--- src/rtl/mgmt_bridge_pkg.sv ---
// mgmt_bridge_pkg: shared constants and width helpers for the management bridge.
//   INC_*       : address increment modes applied after each full-word access
//   calc_ratio  : number of CPU slices per management word (R)
//   calc_be_w   : byte-enable width of the management word
package mgmt_bridge_pkg;

  localparam int unsigned INC_HOLD = 0;
  localparam int unsigned INC_SAT  = 1;
  localparam int unsigned INC_WRAP = 2;

  function automatic int unsigned calc_ratio(input int unsigned out_w, input int unsigned in_w);
    return out_w / in_w;
  endfunction

  function automatic int unsigned calc_be_w(input int unsigned out_w);
    return out_w / 8;
  endfunction

endpackage

--- src/rtl/mgmt_bridge_if.sv ---
// mgmt_bridge_if: CPU-window and management-bus signals of the bridge.
//   in_*   : narrow strobe-driven CPU I/O window
//   out_*  : full-width management bus
//   busy   : bridge holds a partial word or a pending pulse
//   slave  : bridge view; master : CPU decoder / management side view
interface mgmt_bridge_if
  import mgmt_bridge_pkg::*;
#(
  parameter int unsigned IN_W   = 16,
  parameter int unsigned OUT_W  = 32,
  parameter int unsigned ADDR_W = 8
);
  localparam int unsigned BE_W = calc_be_w(OUT_W);

  logic [15:0]       in_address;
  logic              in_active;
  logic              in_read;
  logic [IN_W-1:0]   in_readdata;
  logic              in_write;
  logic [IN_W-1:0]   in_writedata;
  logic [ADDR_W-1:0] out_address;
  logic [OUT_W-1:0]  out_readdata;
  logic              out_read;
  logic              out_write;
  logic [OUT_W-1:0]  out_writedata;
  logic [BE_W-1:0]   out_byteenable;
  logic              busy;

  modport slave (
    input  in_address, in_active, in_read, in_write, in_writedata, out_readdata,
    output in_readdata, out_address, out_read, out_write, out_writedata,
           out_byteenable, busy
  );

  modport master (
    output in_address, in_active, in_read, in_write, in_writedata, out_readdata,
    input  in_readdata, out_address, out_read, out_write, out_writedata,
           out_byteenable, busy
  );

endinterface

--- src/rtl/mgmt_bridge_pack.sv ---
// mgmt_bridge_pack: collects CPU write slices into a management word.
//   i_wr / i_idx / i_data : store i_data into slice i_idx and mark it written
//   i_full                : this write completes the word; emit it with all bytes enabled
//   i_flush               : emit the partial word, enabling only written slices
//   i_clear               : drop any collected slices
//   o_writedata / o_byteenable : registered management write payload
//   o_mask_any            : at least one slice of the current word has been written
module mgmt_bridge_pack #(
  parameter int unsigned IN_W  = 16,
  parameter int unsigned OUT_W = 32,
  parameter int unsigned R     = 2,
  parameter int unsigned IDX_W = 1,
  parameter int unsigned BE_W  = 4
) (
  input  logic             clk,
  input  logic             reset,
  input  logic             i_wr,
  input  logic [IDX_W-1:0] i_idx,
  input  logic [IN_W-1:0]  i_data,
  input  logic             i_full,
  input  logic             i_flush,
  input  logic             i_clear,
  output logic [OUT_W-1:0] o_writedata,
  output logic [BE_W-1:0]  o_byteenable,
  output logic             o_mask_any
);
  localparam int unsigned BPS = IN_W / 8;

  logic [OUT_W-1:0] r_slices;
  logic [R-1:0]     r_mask;
  logic [OUT_W-1:0] r_writedata;
  logic [BE_W-1:0]  r_byteenable;

  logic [OUT_W-1:0] w_slices_upd;
  logic [R-1:0]     w_mask_upd;
  logic [OUT_W-1:0] w_flush_data;
  logic [BE_W-1:0]  w_mask_be;

  // Slice store for the current strobe, plus the flush view with unwritten slices zeroed
  always_comb begin
    w_slices_upd = r_slices;
    w_mask_upd   = r_mask;
    w_flush_data = '0;
    w_mask_be    = '0;
    if (i_wr) begin
      w_slices_upd[int'(i_idx)*IN_W +: IN_W] = i_data;
      w_mask_upd[i_idx]                       = 1'b1;
    end
    for (int s = 0; s < int'(R); s++) begin
      if (r_mask[s]) w_flush_data[s*IN_W +: IN_W] = r_slices[s*IN_W +: IN_W];
    end
    for (int b = 0; b < int'(BE_W); b++) begin
      w_mask_be[b] = r_mask[b / int'(BPS)];
    end
  end

  // Collect slices; emitting or clearing starts a fresh word
  always_ff @(posedge clk) begin
    if (reset) begin
      r_slices     <= '0;
      r_mask       <= '0;
      r_writedata  <= '0;
      r_byteenable <= '0;
    end else if (i_full) begin
      r_writedata  <= w_slices_upd;
      r_byteenable <= '1;
      r_slices     <= '0;
      r_mask       <= '0;
    end else if (i_flush) begin
      r_writedata  <= w_flush_data;
      r_byteenable <= w_mask_be;
      r_slices     <= '0;
      r_mask       <= '0;
    end else if (i_clear) begin
      r_slices     <= '0;
      r_mask       <= '0;
    end else if (i_wr) begin
      r_slices     <= w_slices_upd;
      r_mask       <= w_mask_upd;
    end
  end

  assign o_writedata  = r_writedata;
  assign o_byteenable = r_byteenable;
  assign o_mask_any   = |r_mask;

endmodule

--- src/rtl/mgmt_bridge.sv ---
// mgmt_bridge: narrow CPU I/O window to full-width management bus bridge.
//   clk, reset : system clock, synchronous active-high reset
//   bus        : mgmt_bridge_if slave view (CPU window in_*, management bus out_*, busy)
// Each CPU strobe covers one IN_W slice of an OUT_W word; completing a word issues a
// one-cycle out_read/out_write pulse, after which the address steps per INC_MODE.
module mgmt_bridge
  import mgmt_bridge_pkg::*;
#(
  parameter int unsigned IN_W     = 16,
  parameter int unsigned OUT_W    = 32,
  parameter int unsigned ADDR_W   = 8,
  parameter int unsigned INC_MODE = INC_SAT
) (
  input logic           clk,
  input logic           reset,
  mgmt_bridge_if.slave  bus
);
  localparam int unsigned R     = calc_ratio(OUT_W, IN_W);
  localparam int unsigned BE_W  = calc_be_w(OUT_W);
  localparam int unsigned IDX_W = (R > 1) ? $clog2(R) : 1;

  logic [IDX_W-1:0]  r_idx;
  logic [ADDR_W-1:0] r_addr;
  logic              r_out_read;
  logic              r_out_write;
  logic              r_step;
  logic              r_active_q;
  logic [OUT_W-1:0]  r_rd_buf;

  logic [IDX_W-1:0]  w_idx_nxt;
  logic [ADDR_W-1:0] w_addr_nxt;
  logic              w_out_read_nxt;
  logic              w_out_write_nxt;
  logic              w_step_nxt;
  logic              w_wr;
  logic              w_rd;
  logic              w_strobe;
  logic              w_last;
  logic              w_flush;
  logic              w_mask_any;

  function automatic logic [ADDR_W-1:0] step_addr(input logic [ADDR_W-1:0] a);
    logic [ADDR_W-1:0] s;
    s = a;
    if (INC_MODE == INC_SAT)       s = (a == '1) ? a : a + ADDR_W'(1);
    else if (INC_MODE == INC_WRAP) s = a + ADDR_W'(1);
    return s;
  endfunction

  // Next-state: slice index, address pointer and pulse scheduling
  always_comb begin
    w_wr     = bus.in_active & bus.in_write;
    w_rd     = bus.in_active & bus.in_read & ~bus.in_write;  // write wins a collision
    w_strobe = w_wr | w_rd;
    w_last   = (r_idx == IDX_W'(R - 1));
    // Session closing with a partially written word pending
    w_flush  = r_active_q & ~bus.in_active & (r_idx != '0) & w_mask_any;

    w_idx_nxt       = r_idx;
    w_addr_nxt      = r_addr;
    w_out_read_nxt  = 1'b0;
    w_out_write_nxt = 1'b0;
    w_step_nxt      = 1'b0;

    if (!bus.in_active) begin
      w_idx_nxt  = '0;
      // Hold the address during the flush pulse; reload resumes the cycle after
      w_addr_nxt = w_flush ? r_addr : bus.in_address[ADDR_W-1:0];
    end else begin
      if (r_step)   w_addr_nxt = step_addr(r_addr);
      if (w_strobe) w_idx_nxt  = w_last ? '0 : r_idx + IDX_W'(1);
    end

    w_out_read_nxt  = w_rd & w_last;
    w_out_write_nxt = (w_wr & w_last) | w_flush;
    w_step_nxt      = w_strobe & w_last;
  end

  // Control registers
  always_ff @(posedge clk) begin
    if (reset) begin
      r_idx       <= '0;
      r_addr      <= '0;
      r_out_read  <= 1'b0;
      r_out_write <= 1'b0;
      r_step      <= 1'b0;
      r_active_q  <= 1'b0;
    end else begin
      r_idx       <= w_idx_nxt;
      r_addr      <= w_addr_nxt;
      r_out_read  <= w_out_read_nxt;
      r_out_write <= w_out_write_nxt;
      r_step      <= w_step_nxt;
      r_active_q  <= bus.in_active;
    end
  end

  // Read snapshot tracks the bus only between words, so multi-slice reads stay coherent
  always_ff @(posedge clk) begin
    if (reset) begin
      r_rd_buf <= '0;
    end else if ((r_idx == '0) && !r_out_read && !r_out_write) begin
      r_rd_buf <= bus.out_readdata;
    end
  end

  mgmt_bridge_pack #(
    .IN_W  (IN_W),
    .OUT_W (OUT_W),
    .R     (R),
    .IDX_W (IDX_W),
    .BE_W  (BE_W)
  ) u_pack (
    .clk          (clk),
    .reset        (reset),
    .i_wr         (w_wr),
    .i_idx        (r_idx),
    .i_data       (bus.in_writedata),
    .i_full       (w_wr & w_last),
    .i_flush      (w_flush),
    .i_clear      (~bus.in_active),
    .o_writedata  (bus.out_writedata),
    .o_byteenable (bus.out_byteenable),
    .o_mask_any   (w_mask_any)
  );

  assign bus.in_readdata = r_rd_buf[int'(r_idx)*IN_W +: IN_W];
  assign bus.out_address = r_addr;
  assign bus.out_read    = r_out_read;
  assign bus.out_write   = r_out_write;
  assign bus.busy        = (r_idx != '0) | r_out_read | r_out_write | r_step;

endmodule
--- src/flat_wrapper.sv ---
// flat-port wrapper written by rule: the top's interface ports become plain ports
module mgmt_bridge_flat import mgmt_bridge_pkg::*;
#(
  parameter int unsigned IN_W     = 16,
  parameter int unsigned OUT_W    = 32,
  parameter int unsigned ADDR_W   = 8,
  parameter int unsigned INC_MODE = INC_SAT
)
  (clk, reset, bus_in_address, bus_in_active, bus_in_read, bus_in_write, bus_in_writedata, bus_out_readdata, bus_in_readdata, bus_out_address, bus_out_read, bus_out_write, bus_out_writedata, bus_out_byteenable, bus_busy);
  mgmt_bridge_if #(.IN_W(IN_W), .OUT_W(OUT_W), .ADDR_W(ADDR_W)) bus_i ();
  input logic clk;
  input logic reset;
  input wire logic [$bits(bus_i.in_address)-1:0] bus_in_address;
  input wire logic [$bits(bus_i.in_active)-1:0] bus_in_active;
  input wire logic [$bits(bus_i.in_read)-1:0] bus_in_read;
  input wire logic [$bits(bus_i.in_write)-1:0] bus_in_write;
  input wire logic [$bits(bus_i.in_writedata)-1:0] bus_in_writedata;
  input wire logic [$bits(bus_i.out_readdata)-1:0] bus_out_readdata;
  output wire logic [$bits(bus_i.in_readdata)-1:0] bus_in_readdata;
  output wire logic [$bits(bus_i.out_address)-1:0] bus_out_address;
  output wire logic [$bits(bus_i.out_read)-1:0] bus_out_read;
  output wire logic [$bits(bus_i.out_write)-1:0] bus_out_write;
  output wire logic [$bits(bus_i.out_writedata)-1:0] bus_out_writedata;
  output wire logic [$bits(bus_i.out_byteenable)-1:0] bus_out_byteenable;
  output wire logic [$bits(bus_i.busy)-1:0] bus_busy;
  assign bus_i.in_address = bus_in_address;
  assign bus_i.in_active = bus_in_active;
  assign bus_i.in_read = bus_in_read;
  assign bus_i.in_write = bus_in_write;
  assign bus_i.in_writedata = bus_in_writedata;
  assign bus_i.out_readdata = bus_out_readdata;
  assign bus_in_readdata = bus_i.in_readdata;
  assign bus_out_address = bus_i.out_address;
  assign bus_out_read = bus_i.out_read;
  assign bus_out_write = bus_i.out_write;
  assign bus_out_writedata = bus_i.out_writedata;
  assign bus_out_byteenable = bus_i.out_byteenable;
  assign bus_busy = bus_i.busy;
  mgmt_bridge #(.IN_W(IN_W), .OUT_W(OUT_W), .ADDR_W(ADDR_W), .INC_MODE(INC_MODE)) u_core (.clk(clk), .reset(reset), .bus(bus_i));
endmodule
--- config.mk ---
export PLATFORM = sky130hd
export DESIGN_NAME = mgmt_bridge_flat
export DESIGN_NICKNAME = d
export VERILOG_FILES = /design/src/rtl/mgmt_bridge_pkg.sv /design/src/rtl/mgmt_bridge_if.sv /design/src/rtl/mgmt_bridge_pack.sv /design/src/rtl/mgmt_bridge.sv /design/src/flat_wrapper.sv
export SDC_FILE = /design/constraint.sdc
export NUM_CORES = 1
export LEC_CHECK = 0
export ABC_AREA = 1
export CAP_MARGIN = 15
export CORE_MARGIN = 8
export CORE_UTILIZATION = 43
export CTS_CLUSTER_DIAMETER = 80
export DETAILED_ROUTE_END_ITERATION = 16
export PLACE_DENSITY = 0.72
export SYNTH_ARGS = -nofsm -noshare
export SYNTH_HDL_FRONTEND = slang
export SYNTH_SLANG_ARGS = --single-unit
--- constraint.sdc ---
create_clock -name clk -period 1.3 [get_ports clk]
set_input_delay 0.13 -clock clk [delete_from_list [all_inputs] [get_ports clk]]
set_output_delay 0.13 -clock clk [all_outputs]
set_load 0.03 [all_outputs]
==> results.toml, run 1 <==
[outcome]
outcome = "finished, violations left"
violations = "negative setup slack"

[yosys]
syn_area_um2 = 4730
netlist_instances = 637
yosysWarnings = 0
synth_nets = 707
synth-seq-cells = 113
avgSynthCellArea_um2 = 7.43
yosysSeqAreaShare_pct = 47.8
ys_types = 28

[pwr]
power_leakage_uw = 0.00337
pwr_density_cell_nw_per_um2 = 1260
ir_drop_v = 0.000868

[drt]
drt_iter0_drc = 435
vias = 5100
drc = 0
dr_wl_met2_um = 8350
wl_met1_um = 6390
drtAntennaViolNets = 0
first_pass_iters = 7
wl_um = 16700
drt-vias-per-instance = 5.30
routed.top_layer = "met4"
wl_per_cell_um = 17.3
met3_length_um = 1330

[final_layout]
diodes = 0
drive_gt1_share_pct = 33.8
final_nets = 881
final_cell_mix = "nand2_1, dfxtp_1, nor2_1"
n_fill_cell = 747
stdcell_area_um2 = 7700
final_common_cell = "nand2_1"
area_growth_pct = 62.7

[timing]
relSlewSlack_pct = 66.4
drv_slew = 0
fin_hold_ws_ps = 224
finalWorstSetupSlack_ps = -274
finalHoldViolations = 0
rsz0062_at_grt = "true"
setup-violations-final = 94
fin_skew_ps = 10.8
worst_pin_slew_ps = 503
period_share_pct = 121
fin_crit_ps = 1570
max_clock_freq_mhz = 635
final.setup.tns_ps = -12410

[clocking]
tritoncts = "done"
cts_max_level = 4
ctsHoldBuffers = 0
cts_root_buf = "clkbuf_8"
cts.sinks = 113
clk_pin_slew_ps = 60
clockBufferDepth = 2
clk_latency_ps = 510
cts_inserted_buffers = 17

[global_route]
grt_pass1_wl_um = 24100
grt_usage_pct = 20.7
antenna_found_initial = 0
grt_max_degree = 36
grt_pass1_vias = 4929
grt_overflow_total = 0

[floorplan]
start_util_pct = 43.9
ios = 132
rows = 38
core-area_um2 = 10800
die_area_um2 = 14600
die_w_um = 121
die_h_um = 121

[critical_path]
endpoint_kind = "flip-flop"
worstSetupPathType = "reg2reg"
crit_arrival_ps = 1960
critPathLaunchType = "flip-flop"
cp.required_ps = 1690
crit_fanout = 9

[placed_design]
place_ws_ps = -333
dpl_cell_area_um2 = 6320
place_congestion = 0.907
port_buffers = 123
dp_hpwl_um = 9800

[job]
cap_viol_max_count = 0

[min_path]
hp-class = "in2reg"
==> final cells by class <==
| cell class | count | area [um2] | area share (%) |
|---|---|---|---|
| multi-input combinational | 464 | 2530 | 32.9 |
| sequential | 113 | 2280 | 29.6 |
| timing repair buffer | 190 | 1990 | 25.9 |
| clock buffer | 21 | 470 | 6.11 |
| tap | 140 | 175 | 2.27 |
| clock inverter | 10 | 131 | 1.71 |
| inverter | 25 | 116 | 1.51 |
==> power breakdown <==
part	switching [uW]	internal [uW]	total [uW]
Combinational	704	613	1320
Clock	1590	3110	4700
Sequential	86.0	3590	3670
==> layer usage <==
metal | vias up | GRT usage (%)
li1 | 2408 | -
met1 | 2362 | 22.7
met2 | 269 | 34.8
met3 | 61 | 7.21
met4 | 0 | 10.4
met5 | - | 0
==> synthesized netlist by cell type <==
cell | count | area [um2]
nor2_2 | 2 | 12.5
nand2_8 | 2 | 40.0
buf_4 | 13 | 97.6
o21ai_1 | 2 | 10.0
inv_1 | 20 | 75.1
a21oi_1 | 56 | 280
nor2_1 | 111 | 417
nand3_2 | 1 | 10.0
buf_6 | 4 | 45.0
clkbuf_1 | 12 | 45.0
inv_4 | 2 | 12.5
nor2_4 | 4 | 45.0
dfxtp_1 | 113 | 2260
nand3_1 | 47 | 235
buf_1 | 2 | 7.51
mux2i_1 | 1 | 10.0
nor3_2 | 12 | 120
or2_2 | 2 | 12.5
nand2_4 | 4 | 45.0
nand4_4 | 1 | 21.3
buf_2 | 7 | 35.0
o21bai_1 | 2 | 15.0
ha_1 | 1 | 12.5
o21ai_0 | 41 | 205
nand2_1 | 168 | 631
nand2_2 | 1 | 6.26
inv_2 | 3 | 11.3
nor3_1 | 3 | 15.0
==> state kept, by name (all words and copies together), names as in the netlist <==
register                    count
u_core.u_pack.o_byteenable      2
u_core.bus.out_address          8
u_core.bus.out_write            1
u_core.u_pack.r_slices         32
u_core.bus.out_read             1
u_core.r_idx                    1
u_core.r_step                   1
u_core.r_rd_buf                32
u_core.u_pack.o_writedata      32
u_core.u_pack.r_mask            2
u_core.r_active_q               1
==> worst max-delay path: stages, from the launching register on <==
cell       delay, ps
dfxtp_4          410
buf_4            160
buf_6            130
nand2_8           90
buf_6            130
clkbuf_16        150
nand2_1          140
nand2_1          100
nand3_1           90
a21oi_1           60
==> cells by family (layout without fill, tap and decap cells) <==
group / count (synthesis) / in the layout / synth area share (%)
DFF: 113 / 113 / 47.8
and+or+nand+nor: 358 / 361 / 34.0
muxes: 1 / 1 / 0.211
adders and majority gates: 1 / 1 / 0.264
buffers and inverters: 63 / 246 / 6.95
AOI/OAI and AO/OA: 101 / 101 / 10.8
==> path summary, 6_finish.rpt <==
kind,from,to,slack [ps],cells past startpoint
min reg2reg,u_core.r_rd_buf[0]$_SDFFE_PP0P_,u_core.r_rd_buf[0]$_SDFFE_PP0P_,450,2
min,bus_out_readdata[1],u_core.r_rd_buf[1]$_SDFFE_PP0P_,220,3
max,u_core.r_idx$_SDFFE_PP0P_,u_core.u_pack.o_writedata[19]$_SDFFE_PP0P_,-270,9
max reg2reg,u_core.r_idx$_SDFFE_PP0P_,u_core.u_pack.o_writedata[19]$_SDFFE_PP0P_,-270,9
==> per-stage QoR <==
| step | power, uW | util, % | instances |
|---|---|---|---|
| final | 9690 | 71.4 | 963 |
| after global routing | 9990 | 71.4 | 963 |
| after CTS | 9510 | 68.6 | 953 |
| after detailed placement | 4760 | 58.6 | 902 |
| after global placement | 4740 | 58.6 | 902 |
| after floorplan | 4270 | - | 637 |
==> timing repair <==
item                       in CTS  in global routing
gates cloned                    9                  5
setup endpoints to repair     106                138
gates resized for setup       235                164
pin swaps                      15                  4
buffers inserted               11                  5
(Power assumes the default switching activity.)
==> run 2, diff against run 1 <==
- CORE_MARGIN: 8 -> 1.5
==> run 2 against run 1 <==
  * The flow still finishes with violations (negative setup slack)
  * Register-to-register slack worse by 150 ps
  * Via count is 5.0% higher
  * Highest routed layer unchanged
  * Design area is 7.7% higher
  * Total power is 1.5% lower
  * Non-clock buffer count is 11 higher
  * Combinational power is 8% higher
  * Utilization is 5.5 points higher
  * Cell count is 1.2% higher
  * Largest power group unchanged
  * Critical endpoint is now u_core.u_pack.o_writedata[16]$_SDFFE_PP0P_
==> results.toml, run 2 (synthesis gave the netlist of run 1 again) <==
[drt]
met3_length_um = 1350
dr_wl_met2_um = 9650
first_pass_iters = 6
drt-vias-per-instance = 5.49
wl_um = 19200
drtAntennaViolNets = 0
drc = 0
routed.top_layer = "met4"
wl_met1_um = 6990
vias = 5357
wl_per_cell_um = 19.7
drt_iter0_drc = 387

[timing]
max_clock_freq_mhz = 581
fin_skew_ps = 13.1
worst_pin_slew_ps = 519
finalHoldViolations = 0
setup-violations-final = 106
rsz0062_at_grt = "true"
drv_slew = 0
finalWorstSetupSlack_ps = -421
relSlewSlack_pct = 65.4
period_share_pct = 132
fin_crit_ps = 1720

[critical_path]
crit_fanout = 7
crit_arrival_ps = 2160
cp.required_ps = 1740
cpPeakStageDelay_ps = 380
critPathLaunchType = "flip-flop"
worstSetupPathType = "reg2reg"
cp_slowest_cell = "dfxtp_4"
endpoint_kind = "flip-flop"
worstPathCellList = "buf_8 -> inv_8 -> buf_4 -> nor2_4 -> clkbuf_16 -> nand2_2 -> nand2_1 -> nand3_1 -> a21oi_1"

[clocking]
cts_inserted_buffers = 17
cts.sinks = 113
cts_max_level = 4
clockBufferDepth = 2
clk_pin_slew_ps = 60
tritoncts = "done"
clk_latency_ps = 510
cts_root_buf = "clkbuf_8"

[floorplan]
die_area_um2 = 11600
ios = 132
die_h_um = 108
die_w_um = 108
rows = 38
start_util_pct = 43.9
core-area_um2 = 10800

[placed_design]
place_congestion = 0.830
placed_cells = 905
port_buffers = 123
dp_hpwl_um = 9220

[global_route]
grt_usage_pct = 27.8
grt_overflow_total = 0
grt_pass1_wl_um = 24900
grt_pass1_vias = 5063
antenna_found_initial = 0
grt_max_degree = 42

[job]
cap_viol_max_count = 0

[pwr]
power_leakage_uw = 0.00352
intPower_uw = 6840
total_power_uw = 9550
ir_drop_v = 0.00106
clockPowerShare_pct = 46.5
pwr_density_cell_nw_per_um2 = 1150
p_sw_uw = 2710
pwr-share-comb_pct = 14.9
netSwitchingFraction_pct = 28.4
power_frac_seq_pct = 38.6

[final_layout]
fin_util_pct = 76.8
final_cell_mix = "dfxtp_1, nand2_1, nor2_1"
diodes = 0
n_fill_cell = 687
final_nets = 892
final_common_cell = "dfxtp_1"
area_growth_pct = 75.1
seq_area_um2 = 2280
multi_input_area_um2 = 2940
drive_gt1_share_pct = 45.6
fin_cells = 975

[outcome]
outcome = "finished, violations left"
violations = "negative setup slack"

[min_path]
hp-class = "in2reg"
[run 2: worst max-delay path: cells and delay by family (launching register included)]
| kind | cells | cell delay, ps |
|---|---|---|
| DFF | 1 | 380 |
| and+or+nand+nor | 4 | 560 |
| AOI/OAI and AO/OA | 1 | 170 |
| buffers and inverters | 4 | 540 |
[run 2: power groups by stage]
stage / Sequential (uW) / Combinational [uW] / Clock, uW
4_1_cts: 3660 / 1230 / 4400
6_report: 3680 / 1430 / 4440
2_1_floorplan: 3760 / 519 / 0
5_1_grt: 3700 / 1500 / 4640
3_3_place_gp: 3730 / 1010 / 0
3_5_place_dp: 3740 / 1030 / 0
[run 2: area by class of cell]
type                            count  area share [%]
Multi-Input combinational cell    463            35.5
Sequential cell                   113            27.6
Timing Repair Buffer              201            26.6
Clock buffer                       18            5.16
Tap cell                          140            2.11
Clock inverter                     14            1.57
Inverter                           25            1.45
Timing Repair inverter              1          0.0906
[run 2: timing repair]
item | 4_1_cts | 5_1_grt
pin swaps | 38 | 61
gates resized for setup | 264 | 253
hold buffers | 0 | 0
cloned | 10 | 7
hold endpoints to repair | 0 | 0
setup endpoints to repair | 133 | 121
buffers inserted | 11 | 11
[run 2: path summary, 6_finish.rpt]
path / end / slack (ps) / cells past startpoint / from
max: u_core.u_pack.o_writedata[16]$_SDFFE_PP0P_ / -420 / 9 / u_core.r_idx$_SDFFE_PP0P_
min: u_core.bus.out_read$_SDFF_PP0_ / 210 / 3 / bus_in_read
max reg2reg: u_core.u_pack.o_writedata[16]$_SDFFE_PP0P_ / -420 / 9 / u_core.r_idx$_SDFFE_PP0P_
min reg2reg: u_core.u_pack.o_writedata[21]$_SDFFE_PP0P_ / 460 / 2 / u_core.u_pack.o_writedata[21]$_SDFFE_PP0P_
[run 2: metrics by stage]
| step | hold WS [ps] | setup TNS, ps | worst slack [ps] | area [um2] |
|---|---|---|---|---|
| after CTS | 203 | -11160 | -307 | 7610 |
| final | 210 | -22270 | -421 | 8290 |
| after global placement | 433 | -18950 | -294 | 6390 |
| after detailed placement | 435 | -21250 | -314 | 6390 |
| after floorplan | 208 | 0 | 9.18 | 4770 |
| after global routing | 218 | -28010 | -426 | 8290 |
[run 2: per-layer routing]
layer	track usage [%]	up-vias
li1	-	2433
met1	30.2	2554
met2	51.3	290
met3	5.97	80
met4	13.3	0
met5	0	-
